<file path="src/rtl/tt_um_addon_seq8.sv">
// tt_um_addon_seq8: 8-bit adder that runs one 2-bit carry-lookahead slice per cycle
//   clk      : clock, all state updates on the rising edge
//   rst_n    : asynchronous active-low reset
//   ena      : power indicator, not used by the logic
//   ui_in    : operand bus, written to A and/or B by the load strobes
//   uio_in   : [0] load_a, [1] load_b, [2] start, [3] cin, [7:4] not used
//   uo_out   : sum register S (partial while busy, low slices first)
//   uio_out  : [4] busy, [5] done, [6] cout, [7] signed overflow, [3:0] zero
//   uio_oe   : constant 8'hF0, the upper uio bits are outputs
module tt_um_addon_seq8 (
    input  logic       clk,
    input  logic       rst_n,
    input  logic       ena,
    input  logic [7:0] ui_in,
    input  logic [7:0] uio_in,
    output logic [7:0] uo_out,
    output logic [7:0] uio_out,
    output logic [7:0] uio_oe
);
    typedef enum logic [1:0] {IDLE, RUN, DONE} state_t;

    state_t     state, state_nx;
    logic [7:0] a, b, s;
    logic [1:0] k;
    logic       c, cout, ovf;
    logic [7:0] a_sh, b_sh;
    logic [1:0] g, p, sum;
    logic       c1, c_nx, accept;

    wire load_a = uio_in[0];
    wire load_b = uio_in[1];
    wire start  = uio_in[2];
    wire cin    = uio_in[3];
    wire unused_in = &{ena, uio_in[7:4], 1'b0};

    // Slice k of each operand is brought down to bits [1:0]
    assign a_sh = a >> {k, 1'b0};
    assign b_sh = b >> {k, 1'b0};
    assign g    = a_sh[1:0] & b_sh[1:0];
    assign p    = a_sh[1:0] ^ b_sh[1:0];
    assign c1   = g[0] | (p[0] & c);
    assign c_nx = g[1] | (p[1] & c1);
    assign sum  = {p[1] ^ c1, p[0] ^ c};

    // A start is honoured only outside RUN and overrides any load in that cycle
    assign accept = start && (state != RUN);

    always_comb begin
        state_nx = state;
        if (accept)
            state_nx = RUN;
        else if (state == RUN && k == 2'd3)
            state_nx = DONE;
    end

    always_ff @(posedge clk or negedge rst_n) begin
        if (!rst_n) begin
            state <= IDLE;
            a     <= 8'h00;
            b     <= 8'h00;
            s     <= 8'h00;
            k     <= 2'd0;
            c     <= 1'b0;
            cout  <= 1'b0;
            ovf   <= 1'b0;
        end else begin
            state <= state_nx;
            if (accept) begin
                k    <= 2'd0;
                c    <= cin;
                s    <= 8'h00;
                cout <= 1'b0;
                ovf  <= 1'b0;
            end else if (state == RUN) begin
                s[{k, 1'b0} +: 2] <= sum;
                c <= c_nx;
                k <= k + 2'd1;
                if (k == 2'd3) begin
                    cout <= c_nx;
                    // sum[1] is the new S[7] on the last slice
                    ovf  <= (a[7] == b[7]) && (sum[1] != a[7]);
                end
            end else begin
                if (load_a) a <= ui_in;
                if (load_b) b <= ui_in;
            end
        end
    end

    assign uo_out  = s;
    assign uio_out = {ovf, cout, state == DONE, state == RUN, 4'b0000};
    assign uio_oe  = 8'hF0;
endmodule

</file>
<file path="config.mk">
export PLATFORM = sky130hd
export DESIGN_NAME = tt_um_addon_seq8
export DESIGN_NICKNAME = d
export VERILOG_FILES = /design/src/rtl/tt_um_addon_seq8.sv
export SDC_FILE = /design/constraint.sdc
export NUM_CORES = 1
export LEC_CHECK = 0
export ABC_CLOCK_PERIOD_IN_PS = 2850
export CAP_MARGIN = 20
export CORE_MARGIN = 2
export CORE_UTILIZATION = 48
export DETAILED_ROUTE_END_ITERATION = 8
export PLACE_DENSITY = 0.8
export SLEW_MARGIN = 10
export SYNTH_ARGS = -nofsm -noshare
export SYNTH_HDL_FRONTEND = slang
export SYNTH_SLANG_ARGS = --single-unit
</file>
<file path="constraint.sdc">
create_clock -name clk -period 2.85 [get_ports clk]
set_input_delay 0.4275 -clock clk [delete_from_list [all_inputs] [get_ports clk]]
set_output_delay 0.4275 -clock clk [all_outputs]
set_load 0.02 [all_outputs]
</file>
==> flow_summary_export.csv, run 1 <==
group,metric,value,unit
sta,slew_headroom,62.8,%
worst_setup_path,reg2reg_depth,6,
grt,track_usage,17.2,%
sta,setup_violations,0,
cts,cts_resized,0,
worst_setup_path,max_stage_delay,0.62,ns
grt,grt_pass1_vias,1005,
worst_setup_path,reg2reg_from,"k[0]",
floorplanning,die_area,0.00378,sq mm
logic_synthesis,async_flop_share,100,%
cts,cts_inserted_buffers,5,
logic_synthesis,yosys_most_used_dff,"dfrtp_1",
worst_setup_path,path_common_cell,"fa_1",
logic_synthesis,ys_types,29,
finish,final_util,59.9,%
logic_synthesis,synth_cells,119,
cts,cts.clk_slew.worst_paths,0.09,ns
sta,period_share,90.4,%
detailed_routing,firstDrtPassIters,4,
logic_synthesis,synth_top_area_cell,"dfrtp_1",
power,p_leak,0.827,nW
place,io_buffers,25,
worst_setup_path,reg2reg_to,"ovf",
sta,fin_crit,2.58,ns
finish,nets,170,
worst_setup_path,critPathSlowestCell,"fa_1",
logic_synthesis,syn_avg_cell_area,13.3,sq um
detailed_routing,antenna_left,0,
min_path,min_path_type,"in2async",
finish,final_cell_area,0.00186,sq mm
detailed_routing,first_iter_violations,11,
grt,grt_max_degree,32,
power,ir_drop,0.476,mV
logic_synthesis,ys_seq_area_share,48.9,%
cts,h-tree-depth,2,
place,place_area,0.00182,sq mm
cts,ctsHoldBuffers,0,
logic_synthesis,synth_top_area_share,48.9,%
sta,hold_violations,0,
floorplanning,die_x,61.5,um
worst_setup_path,cp.arrival,2.80,ns
logic_synthesis,synth_edf_count,0,
detailed_routing,wl_per_cell,14.2,um
detailed_routing,vias,944,
sta,drv_slew,0,
grt,antenna_found_initial,0,
place,dp_hpwl,1.95,mm
power,power.density,1200,mW/mm^2
cts,clkLatencyLatePin,0.34,ns
power,power.total,0.00222,W
logic_synthesis,ys_top_cells_by_area,"dfrtp_1, mux2_2, buf_4",
logic_synthesis,synth_seq_cells,31,
logic_synthesis,yosysMostFrequentCell,"dfrtp_1",
sta,max_freq,388,MHz
sta,skew,0.00947,ns
detailed_routing,drc,0,
floorplanning,io_pins,43,
cts,cts_buffer_depth,2,
floorplanning,start_util,51.1,%
finish,ff_latch_area,776,sq um
worst_setup_path,reg2reg_slack,0.27,ns
worst_setup_path,cp-start-kind,"flip-flop",
worst_setup_path,end_kind,"flip-flop",
outcome,status,"finished, final reports clean",
worst_setup_path,criticalPathCategory,"reg2reg",
worst_setup_path,path_buf_inv,0,
sta,worst-slew-pin-transition,0.557,ns
worst_setup_path,cp_max_fo,6,
logic_synthesis,synth_area,0.00159,sq mm
logic_synthesis,ys_warn_count,0,
sta,rsz0062_at_grt,"false",
cts,cts_setup_buffers,0,
finish,n_fill_cell,289,
cts,cts_tree,"done",
grt,grt_overflow,0,
detailed_routing,routed_wl,2.68,mm
worst_setup_path,crit_path_cell_trace,"mux4_2 > fa_1 > fa_1 > and3b_1 > a21oi_1 > o2bb2ai_1",
logic_synthesis,synthTopCellsByCount,"dfrtp_1, mux2_2, buf_4",
grt,grt_pass1_wl,4.53,mm
cts,cts-root-buf,"clkbuf_4",
finish,diodes,0,
worst_setup_path,path_delay_family,"adder cells",
cts,clock_sinks,31,
job,drv_cap,0,
finish,drive_gt1_share,20.8,%
floorplanning,rows,20,
sta,setup_tns,0,ns
detailed_routing,vias_per_cell,5.02,
worst_setup_path,required,3.07,ns
place,gp_congestion,0.750,
finish,syn_to_final_growth,17.1,%
finish,multi_input_area,706,sq um
floorplanning,core-area,0.00310,sq mm
floorplanning,fp.dieH,61.5,um
[power by group]
group / internal (W) / switching, W / total, W
registers: 0.000648 / 0.000137 / 0.000785
logic: 0.000602 / 0.000605 / 0.00121
clock network: 0.0000875 / 0.000141 / 0.000229
[logic make-up (layout without fill, tap and decap cells)]
family          count (synthesis)  count (layout)  synth area share [%]
flops                          31              31                  48.9
mux                            25              25                  20.2
buf+inv                        22              37                  8.99
compound gates                 16              16                  7.97
simple gates                   17              17                  7.81
other cells                     2              12                 0.473
fa+ha+maj                       6               6                  5.68
[placed cells by master, fill, tap and decap left out, types with 3 or more instances in the layout]
| master | Yosys | final |
|---|---|---|
| dfrtp_1 | 31 | 31 |
| clkdlybuf4s50_1 | 0 | 25 |
| mux2_2 | 16 | 16 |
| conb_1 | 2 | 12 |
| a22o_1 | 8 | 8 |
| mux2i_1 | 5 | 5 |
| clkbuf_4 | 0 | 5 |
| mux4_2 | 4 | 4 |
| nand2_1 | 4 | 4 |
| ha_1 | 4 | 4 |
| inv_1 | 3 | 3 |
[stage by stage]
step / hold slack, ns / setup slack (ns) / std cells
3_3_place_gp: 0.488 / 0.294 / 182
4_1_cts: 0.482 / 0.251 / 188
3_5_place_dp: 0.495 / 0.285 / 182
5_1_grt: 0.514 / 0.126 / 188
6_report: 0.480 / 0.275 / 188
2_1_floorplan: 0.132 / 0.308 / 129
[area by class of cell]
type	count	area share, %
multi-input cells	76	38.0
well taps	44	2.96
clock buffers	6	2.22
flip-flops and latches	31	41.8
inverters	4	0.808
repair buffers	27	14.3
[state kept, by name, summed over array words and instances (netlist names)]
name / count
c: 1
state: 2
k: 2
ovf: 1
a: 8
uo_out: 8
cout: 1
b: 8
[worst max-delay path by stage]
stage | depth (start not counted) | from | to | slack, ns
after floorplan | 7 | k[0] | ovf | 0.31
after global placement | 6 | k[0] | ovf | 0.29
after detailed placement | 6 | k[0] | ovf | 0.28
after CTS | 6 | k[0] | ovf | 0.25
after global routing | 6 | k[0] | ovf | 0.13
final | 6 | k[0] | ovf | 0.27
[layer usage]
| layer | routed length (um) | GRT usage, % | share of wire (%) |
|---|---|---|---|
| met1 | 1180 | 19.9 | 44 |
| met2 | 1280 | 28.7 | 48 |
| met3 | 159 | 5.67 | 5.9 |
| met4 | 51 | 8.21 | 1.9 |
| met5 | 0 | 0 | 0 |
Note: power is estimated with default switching activity, not from simulation.
==> run 2: changes to the inputs <==
--- a/config.mk
+++ b/config.mk
@@ -5,12 +5,13 @@
 export SDC_FILE = /design/constraint.sdc
 export NUM_CORES = 1
 export LEC_CHECK = 0
-export ABC_CLOCK_PERIOD_IN_PS = 2850
+export ABC_CLOCK_PERIOD_IN_PS = 3000
 export CAP_MARGIN = 20
-export CORE_MARGIN = 2
-export CORE_UTILIZATION = 48
+export CORE_MARGIN = 4
+export CORE_UTILIZATION = 51
 export DETAILED_ROUTE_END_ITERATION = 8
-export PLACE_DENSITY = 0.8
+export PLACE_DENSITY = 0.84
+export SKIP_CTS_REPAIR_TIMING = 1
 export SLEW_MARGIN = 10
 export SYNTH_ARGS = -nofsm -noshare
 export SYNTH_HDL_FRONTEND = slang
==> constraint.sdc (replaced) <==
create_clock -name clk -period 3 [get_ports clk]
set_input_delay 0.45 -clock clk [delete_from_list [all_inputs] [get_ports clk]]
set_output_delay 0.45 -clock clk [all_outputs]
set_load 0.02 [all_outputs]
==> flow_summary_export.csv, run 2 (same netlist as run 1, synthesis figures left out) <==
group,metric,value,unit
sta,skew,0.00525,ns
place,dp_hpwl,2.12,mm
worst_setup_path,crit_path_cell_trace,"nand2b_1 > inv_2 > clkdlybuf4s50_1",
worst_setup_path,reg2reg_slack,0.62,ns
power,power.total,0.00221,W
floorplanning,start_util,55.6,%
detailed_routing,vias,974,
detailed_routing,wl_per_cell,15.3,um
sta,setup_tns,0,ns
sta,fin_crit,2.42,ns
worst_setup_path,end_kind,"output port",
grt,grt_pass1_vias,1040,
finish,drive_gt1_share,22.4,%
detailed_routing,drc,0,
worst_setup_path,criticalPathCategory,"reg2out",
sta,setup_violations,0,
floorplanning,rows,19,
power,ir_drop,0.571,mV
worst_setup_path,max_stage_delay,0.68,ns
detailed_routing,vias_per_cell,5.47,
grt,track_usage,15.1,%
detailed_routing,firstDrtPassIters,4,
sta,worst-slew-pin-transition,0.537,ns
worst_setup_path,required,2.55,ns
floorplanning,core-area,0.00285,sq mm
sta,slew_headroom,64.1,%
cts,cts_buffer_depth,2,
finish,syn_to_final_growth,18.3,%
power,power.density,1180,mW/mm^2
place,gp_congestion,0.770,
grt,grt_overflow,0,
cts,clock_sinks,31,
worst_setup_path,path_delay_family,"buffers and inverters",
sta,period_share,80.8,%
detailed_routing,antenna_left,0,
finish,final_cell_mix,"dfrtp_1, clkdlybuf4s50_1, mux2_2, conb_1, a22o_1",
finish,ff_latch_area,776,sq um
worst_setup_path,crit_start,"state[1]",
cts,h-tree-depth,2,
finish,nets,171,
detailed_routing,routed_wl,2.73,mm
min_path,min_path_type,"in2async",
cts,cts-root-buf,"clkbuf_4",
cts,cts.clk_slew.worst_paths,0.09,ns
floorplanning,die_area,0.00407,sq mm
floorplanning,fp.dieH,63.8,um
floorplanning,io_pins,43,
floorplanning,die_x,63.8,um
finish,n_fill_cell,239,
job,drv_cap,0,
outcome,status,"finished, final reports clean",
place,io_buffers,25,
worst_setup_path,reg2reg_from,"k[0]",
cts,cts_inserted_buffers,5,
sta,max_freq,413,MHz
sta,hold_violations,0,
sta,rsz0062_at_grt,"false",
worst_setup_path,critPathSlowestCell,"clkdlybuf4s50_1",
power,p_leak,0.846,nW
cts,clkLatencyLatePin,0.33,ns
sta,drv_slew,0,
worst_setup_path,cp_max_fo,14,
grt,grt_max_degree,32,
finish,multi_input_area,706,sq um
worst_setup_path,cp-start-kind,"flip-flop",
detailed_routing,first_iter_violations,18,
worst_setup_path,path_buf_inv,2,
cts,cts_tree,"done",
worst_setup_path,cp.arrival,1.97,ns
finish,final_common_cell,"dfrtp_1",
grt,grt_pass1_wl,4.71,mm
finish,diodes,0,
grt,antenna_found_initial,0,
==> run 2: changes by cell type in the layout (fill, tap and decap cells not counted), sizes merged <==
cell	change
buf	+1
clkbuf	+2
==> run 2: layout make-up <==
cell class / count / area share [%]
flip-flops and latches: 31 / 41.3
multi-input cells: 76 / 37.6
repair buffers: 28 / 14.5
clock buffers: 8 / 3.67
well taps: 31 / 2.07
inverters: 4 / 0.800
==> run 2: metrics by stage <==
stage / area [sq um] / hold slack (ns) / std cells / utilization [%] / setup WS [ns]
2_1_floorplan: 1620 / 0.154 / 129 / - / 0.458
3_3_place_gp: 1810 / 0.482 / 170 / 63.4 / 0.602
3_5_place_dp: 1810 / 0.477 / 170 / 63.4 / 0.611
4_1_cts: 1880 / 0.503 / 178 / 65.8 / 0.537
5_1_grt: 1880 / 0.534 / 178 / 65.8 / 0.461
6_report: 1880 / 0.500 / 178 / 65.8 / 0.576
==> run 2: final timing paths <==
path | end | cells past startpoint
worst max-delay path | uio_out[4] | 3
max in group asynchronous | a[0] | 2
worst min register to register | ovf | 1
min in group clk | ovf | 1
worst min-delay path | uo_out[3] | 2
worst max register to register | ovf | 6
==> run 2: where the power goes <==
part           internal [W]  switching, W  leakage [nW]
sequential         0.000615      0.000128         0.387
combinational      0.000603      0.000591         0.420
clock              0.000138      0.000137        0.0386
total               0.00136      0.000855         0.846
==> run 2: layer usage <==
metal | wire length [um] | share of wire (%) | track usage, %
met5 | 0 | 0 | 0
met3 | 160 | 5.9 | 4.73
met4 | 35 | 1.3 | 7.82
met1 | 1130 | 42 | 18.1
met2 | 1400 | 51 | 24.6
==> run 3: changes to the inputs <==
--- a/config.mk
+++ b/config.mk
@@ -5,12 +5,12 @@
 export SDC_FILE = /design/constraint.sdc
 export NUM_CORES = 1
 export LEC_CHECK = 0
-export ABC_CLOCK_PERIOD_IN_PS = 3000
+export ABC_CLOCK_PERIOD_IN_PS = 2300
 export CAP_MARGIN = 20
 export CORE_MARGIN = 4
-export CORE_UTILIZATION = 51
+export CORE_UTILIZATION = 48
 export DETAILED_ROUTE_END_ITERATION = 8
-export PLACE_DENSITY = 0.84
+export PLACE_DENSITY = 0.8
 export SKIP_CTS_REPAIR_TIMING = 1
 export SLEW_MARGIN = 10
 export SYNTH_ARGS = -nofsm -noshare
==> constraint.sdc (replaced) <==
create_clock -name clk -period 2.3 [get_ports clk]
set_input_delay 0.345 -clock clk [delete_from_list [all_inputs] [get_ports clk]]
set_output_delay 0.345 -clock clk [all_outputs]
set_load 0.02 [all_outputs]
==> flow_summary_export.csv, run 3 (same netlist as run 1, synthesis figures left out) <==
group,metric,value,unit
worst_setup_path,cp_max_fo,3,
finish,ff_latch_area,776,sq um
grt,track_usage,15.2,%
detailed_routing,met1_length,1.18,mm
floorplanning,die_x,65.5,um
finish,diodes,0,
job,drv_cap,0,
sta,drv_slew,0,
grt,antenna_found_initial,0,
finish,final_cell_count_no_fill,193,
detailed_routing,antenna_left,0,
finish,final_common_cell,"dfrtp_1",
power,p_leak,0.866,nW
worst_setup_path,crit_path_cell_trace,"mux4_2 > fa_2 > fa_1 > and3b_1 > a21oi_2 > o2bb2ai_1",
cts,clkLatencyLatePin,0.33,ns
sta,whs,0.395,ns
worst_setup_path,end_kind,"flip-flop",
worst_setup_path,max_stage_delay,0.54,ns
worst_setup_path,criticalPathCategory,"reg2reg",
cts,clock_sinks,31,
finish,n_fill_cell,267,
floorplanning,core-area,0.00310,sq mm
sta,max_freq,435,MHz
finish,syn_to_final_growth,21.9,%
detailed_routing,drc,0,
sta,setup_violations,1,
cts,cts_inserted_buffers,5,
grt,grt_overflow,0,
grt,grt_max_degree,32,
detailed_routing,met2_length,1.44,mm
detailed_routing,wl_per_cell,14.9,um
worst_setup_path,crit_cells,6,
worst_setup_path,reg2reg_to,"ovf",
cts,cts.clk_slew.worst_paths,0.10,ns
place,dp.cells,185,
place,gp_congestion,0.748,
worst_setup_path,critPathSlowestCell,"mux4_2",
grt,grt_pass1_wl,4.82,mm
power,power.density,1570,mW/mm^2
place,io_buffers,25,
cts,cts_buffer_depth,2,
detailed_routing,top_layer,"met4",
detailed_routing,routed_wl,2.87,mm
floorplanning,die_area,0.00429,sq mm
sta,rsz0062_at_grt,"true",
detailed_routing,vias_per_cell,5.00,
worst_setup_path,endpoint,"ovf",
finish,multi_input_area,712,sq um
place,place_area,0.00184,sq mm
worst_setup_path,reg2reg_depth,6,
worst_setup_path,required,2.53,ns
finish,nets,173,
sta,skew,0.0109,ns
floorplanning,start_util,51.1,%
detailed_routing,first_iter_violations,47,
finish,drive_gt1_share,25.5,%
worst_setup_path,crit_start,"k[0]",
worst_setup_path,reg2reg_slack,-0.0006,ns
place,dp_hpwl,2.19,mm
cts,cts-root-buf,"clkbuf_4",
sta,worst_slack,-0.000573,ns
grt,grt_pass1_vias,991,
worst_setup_path,reg2reg_from,"k[0]",
finish,final_cell_mix,"dfrtp_1, clkdlybuf4s50_1, mux2_2, conb_1, a22o_1",
detailed_routing,vias,965,
detailed_routing,dr_wl_met3,211,um
finish,final_cell_area,0.00193,sq mm
worst_setup_path,cp-start-kind,"flip-flop",
finish,final_util,62.3,%
sta,setup_tns,-0.000573,ns
sta,hold_violations,0,
cts,h-tree-depth,2,
outcome,failed_checks,"negative setup slack",
floorplanning,fp.dieH,65.5,um
power,ir_drop,0.664,mV
worst_setup_path,path_buf_inv,0,
floorplanning,io_pins,43,
detailed_routing,firstDrtPassIters,4,
cts,cts_tree,"done",
sta,period_share,100,%
worst_setup_path,cp.arrival,2.53,ns
outcome,status,"complete, but fails checks",
floorplanning,rows,20,
worst_setup_path,path_delay_family,"adder cells",
sta,fin_crit,2.30,ns
min_path,min_path_type,"in2async",
## run 3: metal layers
metal  GRT usage [%]  up-vias
met5               0        -
met4            4.66        0
met3            5.98        6
met2            26.2       33
met1            17.3      467
li1                -      459
## run 3: worst min-delay path by stage
stage          slack, ns  cells past startpoint        end  startpoint
2_1_floorplan       0.05                      0       a[0]       rst_n
3_3_place_gp        0.49                      1  uo_out[2]   uo_out[2]
5_1_grt             0.43                      2  uo_out[4]       rst_n
4_1_cts             0.40                      2  uo_out[0]       rst_n
6_report            0.40                      2  uo_out[4]       rst_n
3_5_place_dp        0.49                      1        ovf         ovf
## run 3: worst reg2reg max path, stage by stage, from the launching register on
cell and delay, ns:
dfrtp_1 0.42, mux4_2 0.54, fa_2 0.38, fa_1 0.50, and3b_1 0.18, a21oi_2 0.10
o2bb2ai_1 0.06
## run 3: power breakdown
group	switching, W	leakage [nW]	total [W]	internal [W]
Sequential	0.000160	0.387	0.000963	0.000802
Clock	0.000190	0.0482	0.000447	0.000257
Combinational	0.000811	0.430	0.00163	0.000822
## run 3: final cells by class
type | count | share of cell area, %
Inverter | 4 | 0.906
Clock buffer | 6 | 2.65
Tap cell | 44 | 2.85
Clock inverter | 2 | 1.81
Multi-Input combinational cell | 76 | 36.8
Sequential cell | 31 | 40.1
Timing Repair Buffer | 30 | 14.9
## run 3: per-stage QoR
step / power [W] / setup WS (ns)
floorplan: 0.00211 / -0.149
global placement: 0.00252 / -0.00503
detailed placement: 0.00260 / -0.0467
CTS: 0.00304 / -0.0691
global route: 0.00328 / -0.0907
finish: 0.00304 / -0.000573
